## src/rtl/modring_pkg.sv

```systemverilog
// Shared ModRing definitions: default widths, add/sub opcode and a lane slicing helper.
package modring_pkg;

  localparam int K_DEF     = 54;
  localparam int LANES_DEF = 4;

  typedef enum logic {OP_ADD = 1'b0, OP_SUB = 1'b1} modop_e;

  function automatic logic [K_DEF-1:0] lane(input logic [LANES_DEF*K_DEF-1:0] vec,
                                            input int i);
    return vec[i*K_DEF +: K_DEF];
  endfunction

endpackage

```

## src/rtl/mod_addsub_lane.sv

```systemverilog
// One lane of the modular add/sub pipeline: stage-1 raw sum/difference, stage-2 correction.
// The subtract datapath exists only when MOD_ADDSUB_LANES_SUB_EN is defined.
module mod_addsub_lane
  import modring_pkg::*;
#(
  parameter int K = K_DEF
) (
  input  logic         clk,
  input  logic         rst_n,
  input  logic         en1,
  input  logic         en2,
  input  modop_e       op_in,
  input  modop_e       op_s1,
  input  logic [K-1:0] a,
  input  logic [K-1:0] b,
  input  logic [K-1:0] q,
  output logic [K-1:0] res
);

  logic [K:0]   raw;
  logic [K:0]   raw_d;
  logic [K:0]   diff_q;
  logic [K-1:0] res_d;

`ifdef MOD_ADDSUB_LANES_SUB_EN
  always_comb begin
    raw_d = {1'b0, a} + {1'b0, b};
    // For subtraction bit K of raw carries the borrow into stage 2.
    if (op_in == OP_SUB) raw_d = {1'b0, a} - {1'b0, b};
  end
`else
  logic unused_op;
  assign unused_op = (op_in == OP_SUB) ^ (op_s1 == OP_SUB);

  always_comb begin
    raw_d = {1'b0, a} + {1'b0, b};
  end
`endif

  always_comb begin
    diff_q = raw - {1'b0, q};
    res_d  = diff_q[K] ? raw[K-1:0] : diff_q[K-1:0];
`ifdef MOD_ADDSUB_LANES_SUB_EN
    if (op_s1 == OP_SUB) res_d = raw[K] ? raw[K-1:0] + q : raw[K-1:0];
`endif
  end

  always_ff @(posedge clk or negedge rst_n) begin
    if (!rst_n) begin
      raw <= '0;
      res <= '0;
    end else begin
      if (en1) raw <= raw_d;
      if (en2) res <= res_d;
    end
  end

endmodule

```

## src/rtl/mod_addsub_lanes.sv

```systemverilog
// Multi-lane two-stage modular adder/subtractor over Z_q with valid/ready flow control.
// Define MOD_ADDSUB_LANES_SUB_EN to honour in_sub; otherwise every beat is an add.
module mod_addsub_lanes
  import modring_pkg::*;
#(
  parameter int K     = K_DEF,
  parameter int LANES = LANES_DEF,
  parameter int TAG_W = 4
) (
  input  logic               clk,
  input  logic               rst_n,
  input  logic [K-1:0]       q_in,
  input  logic               q_load,
  output logic               q_err,
  input  logic               in_valid,
  output logic               in_ready,
  input  logic               in_sub,
  input  logic [LANES*K-1:0] in_a,
  input  logic [LANES*K-1:0] in_b,
  input  logic [TAG_W-1:0]   in_tag,
  output logic               out_valid,
  input  logic               out_ready,
  output logic [LANES*K-1:0] out_res,
  output logic [TAG_W-1:0]   out_tag,
  output logic               busy
);

  logic             s1_v;
  logic             s2_v;
  modop_e           s1_op;
  logic [TAG_W-1:0] s1_tag;
  logic [K-1:0]     q_reg;
  logic             s1_adv;
  logic             accept;
  logic             s2_load;
  modop_e           op_in;

`ifdef MOD_ADDSUB_LANES_SUB_EN
  assign op_in = in_sub ? OP_SUB : OP_ADD;
`else
  logic unused_sub;
  assign unused_sub = in_sub;
  assign op_in      = OP_ADD;
`endif

  assign s1_adv    = !s2_v || out_ready;
  assign in_ready  = !s1_v || s1_adv;
  assign accept    = in_valid && in_ready;
  assign s2_load   = s1_adv && s1_v;
  assign out_valid = s2_v;
  assign busy      = s1_v || s2_v;

  // Stages advance only when the one downstream can take the beat; a stall freezes both.
  always_ff @(posedge clk or negedge rst_n) begin
    if (!rst_n) begin
      s1_v    <= 1'b0;
      s2_v    <= 1'b0;
      s1_op   <= OP_ADD;
      s1_tag  <= '0;
      out_tag <= '0;
    end else begin
      if (in_ready) s1_v <= in_valid;
      if (s1_adv)   s2_v <= s1_v;
      if (accept) begin
        s1_op  <= op_in;
        s1_tag <= in_tag;
      end
      if (s2_load) out_tag <= s1_tag;
    end
  end

  // Reloads are only legal when nothing is in flight or arriving, so beats never see q change.
  always_ff @(posedge clk or negedge rst_n) begin
    if (!rst_n) begin
      q_reg <= '0;
      q_err <= 1'b0;
    end else if (q_load) begin
      if (busy || in_valid) q_err <= 1'b1;
      else                  q_reg <= q_in;
    end
  end

  for (genvar g = 0; g < LANES; g++) begin : g_lane
    mod_addsub_lane #(.K(K)) u_lane (
      .clk   (clk),
      .rst_n (rst_n),
      .en1   (accept),
      .en2   (s2_load),
      .op_in (op_in),
      .op_s1 (s1_op),
      .a     (in_a[g*K +: K]),
      .b     (in_b[g*K +: K]),
      .q     (q_reg),
      .res   (out_res[g*K +: K])
    );
  end

endmodule

```

## config.mk

```make
export PLATFORM = sky130hd
export DESIGN_NAME = mod_addsub_lanes
export DESIGN_NICKNAME = d
export VERILOG_FILES = /design/src/rtl/modring_pkg.sv /design/src/rtl/mod_addsub_lane.sv /design/src/rtl/mod_addsub_lanes.sv
export SDC_FILE = /design/constraint.sdc
export NUM_CORES = 2
export LEC_CHECK = 0
export BUFFER_PORTS_ARGS = -buffer_cell sky130_fd_sc_hd__buf_4
export CAP_MARGIN = 20
export CORE_ASPECT_RATIO = 1.75
export CORE_UTILIZATION = 60
export DETAILED_ROUTE_END_ITERATION = 7
export PLACE_DENSITY = 0.82
export SYNTH_ARGS = -nofsm -noshare
export SYNTH_HDL_FRONTEND = slang
export SYNTH_HIERARCHICAL = 1
export SYNTH_SLANG_ARGS = --single-unit
```

## constraint.sdc

```tcl
create_clock -name clk -period 6.85 [get_ports clk]
set_input_delay 1.0275 -clock clk [delete_from_list [all_inputs] [get_ports clk]]
set_output_delay 1.0275 -clock clk [all_outputs]
set_load 0.02 [all_outputs]
```

==> metrics.txt <==
final core occ=0.699; synth warn=6; Layout Nets=7075; # hold bufs at CTS=0; number of setup buffers added after CTS=0; initial core utilization=0.605; CTS tree=done; global route overflow=0; worst skew pair latency=between 0.6 and 0.7 ns; synth-to-layout area growth=15.5%; max reg flops=between 200 and 250; Final min period=4.86 ns; setup TNS=0 ns; maximum clock frequency=206 MHz; clk slew on worst S/H paths=0.07 ns; CTS H-tree depth=2; # Max-Cap Violations=0; drt pass-1 iters=8; die area=79000 um^2; Antenna Nets Post-Route=0; Routed WL per cell=23.3 um; num rows=approximately 140; antenna violations before repair=10; drc violations=0; worst vdd ir=0.279 mV; layout cells sized above 1=0.185; P per Cell Area=411 nW/um^2; CTS Buf Count=50; num ports=between 700 and 800; # port buffers=718; required time of the critical path=7.34 ns; GP Congestion=0.988; # setup viols final=0; vias in the first global route=44.3k; RSZ-0062 raised after global routing=false; Syn Std Cell Area=around 47000 um^2; critical path data arrival time=roughly 5.4 ns; post-detail-place hpwl=roughly 130 mm; status=complete, no violations; Max Slew Vio Count=0; crit path max fanout=39; Global Route Usage Sum=0.414; Die H=371 um; WS Path Type=reg2reg; Mean Syn Cell Area=slightly above 8 um^2; relative slew slack=0.291; Worst Max-Slew Pin Slew=1.06 ns; core outline area=roughly 77000 um^2; Max Clock Skew=0.0346 ns; Final Hold Fails=0; via count=between 40k and 50k; Hold Path Class=in2async; initial drt markers=4038; Filler cells=6507; cell count after synthesis=5625; # resized after CTS=0; Tcrit/Tclk final=0.710; Worst Setup End Kind=flip-flop; first-pass GRT wire length=250 mm; CTS Sinks=501; largest net degree at the start of global routing=roughly 160; Root Buffer Master=clkbuf_16; Routed WL=168 mm; Die X=213 um; CP startpoint kind=flip-flop; Post-Syn Nets=6561; routed vias/inst=about 6.4; Max Buffers Root-to-Sink=3; leakage power=25.1 nW
==> critical path, cell delays in order, from the launching register on <==
cell and delay [ns]:
dfrtp_1 0.73, ha_1 0.42, fa_1 0.41, nand2b_1 0.18, a21oi_1 0.20, o21ai_0 0.30, o31ai_2 0.40, a21oi_1 0.25
o21ai_1 0.40, nand2_1 0.09, o211ai_1 0.15, buf_4 0.62, mux2i_1 0.40, a21oi_1 0.12
==> layout by cell type (no fill, tap or decap), types with 37 or more instances in the layout <==
cell type and instances:
nand4_1 103, a21o_1 223, mux2_2 177, nor2_1 439, nand2_1 525, inv_1 361, nor2b_1 58, a31oi_1 154
buf_4 736, o31ai_1 37, nor3_1 71, xnor2_1 225, xor2_1 134, o21a_1 60, nand3_1 122, nand2b_1 62
a21oi_1 573, and3_1 49, clkbuf_16 51, o21bai_1 78, o21ai_0 271, a211oi_1 47, mux2i_1 93, mux2_4 51
ha_1 432, o211ai_1 42, dfrtp_1 501
==> cell type report <==
| type | count | area [um^2] | area share |
|---|---|---|---|
| Multi-Input combinational cell | 4480 | 31500 | 0.583 |
| Antenna cell | 7 | 17.5 | 0.000325 |
| Timing Repair Buffer | 740 | 5600 | 0.104 |
| Clock buffer | 68 | 1440 | 0.0267 |
| Clock inverter | 18 | 223 | 0.00413 |
| Tap cell | 1027 | 1280 | 0.0238 |
| Inverter | 366 | 1390 | 0.0257 |
| Sequential cell | 501 | 12500 | 0.232 |
==> power breakdown <==
part	internal, mW	switching, mW	leakage, nW
Sequential	4.07	1.62	5.82
Combinational	5.48	8.11	18.5
Clock	1.59	1.28	0.802
Total	11.1	11.0	25.1
==> per-stage QoR <==
| stage | power, mW | cell area, um^2 | cells | hold slack, ns | setup WS, ns |
|---|---|---|---|---|---|
| final | 22.2 | 53900 | 7207 | 0.341 | 1.99 |
| after global routing | 23.4 | 53900 | 7205 | 0.397 | 1.76 |
| after global placement | 18.7 | 52300 | 7114 | 0.451 | 2.20 |
| after detailed placement | 18.9 | 52300 | 7114 | 0.458 | 2.18 |
| after floorplan | 14.3 | 46700 | 5625 | 0.469 | 2.98 |
| after CTS | 21.9 | 53900 | 7200 | 0.371 | 2.18 |
==> worst paths after layout <==
check / start / endpoint / slack [ns] / depth (start not counted)
worst max-delay path: q_reg[0] / g_lane[1].u_lane/res[16] / 1.99 / 13
worst min-delay path: rst_n / g_lane[2].u_lane/raw[10] / 0.34 / 1
worst max register to register: q_reg[0] / g_lane[1].u_lane/res[16] / 1.99 / 13
worst min register to register: q_err / q_err / 0.48 / 1
max in group asynchronous: rst_n / g_lane[1].u_lane/res[31] / 5.06 / 2
min in group clk: q_err / q_err / 0.48 / 1
==> routing by layer <==
layer / GRT usage / part of all wire
met4: 0.341 / 0.094
met3: 0.0762 / 0.082
met5: 0 / 0.00012
met1: 0.459 / 0.36
met2: 0.686 / 0.47
Power figures use the tool's default switching activity.
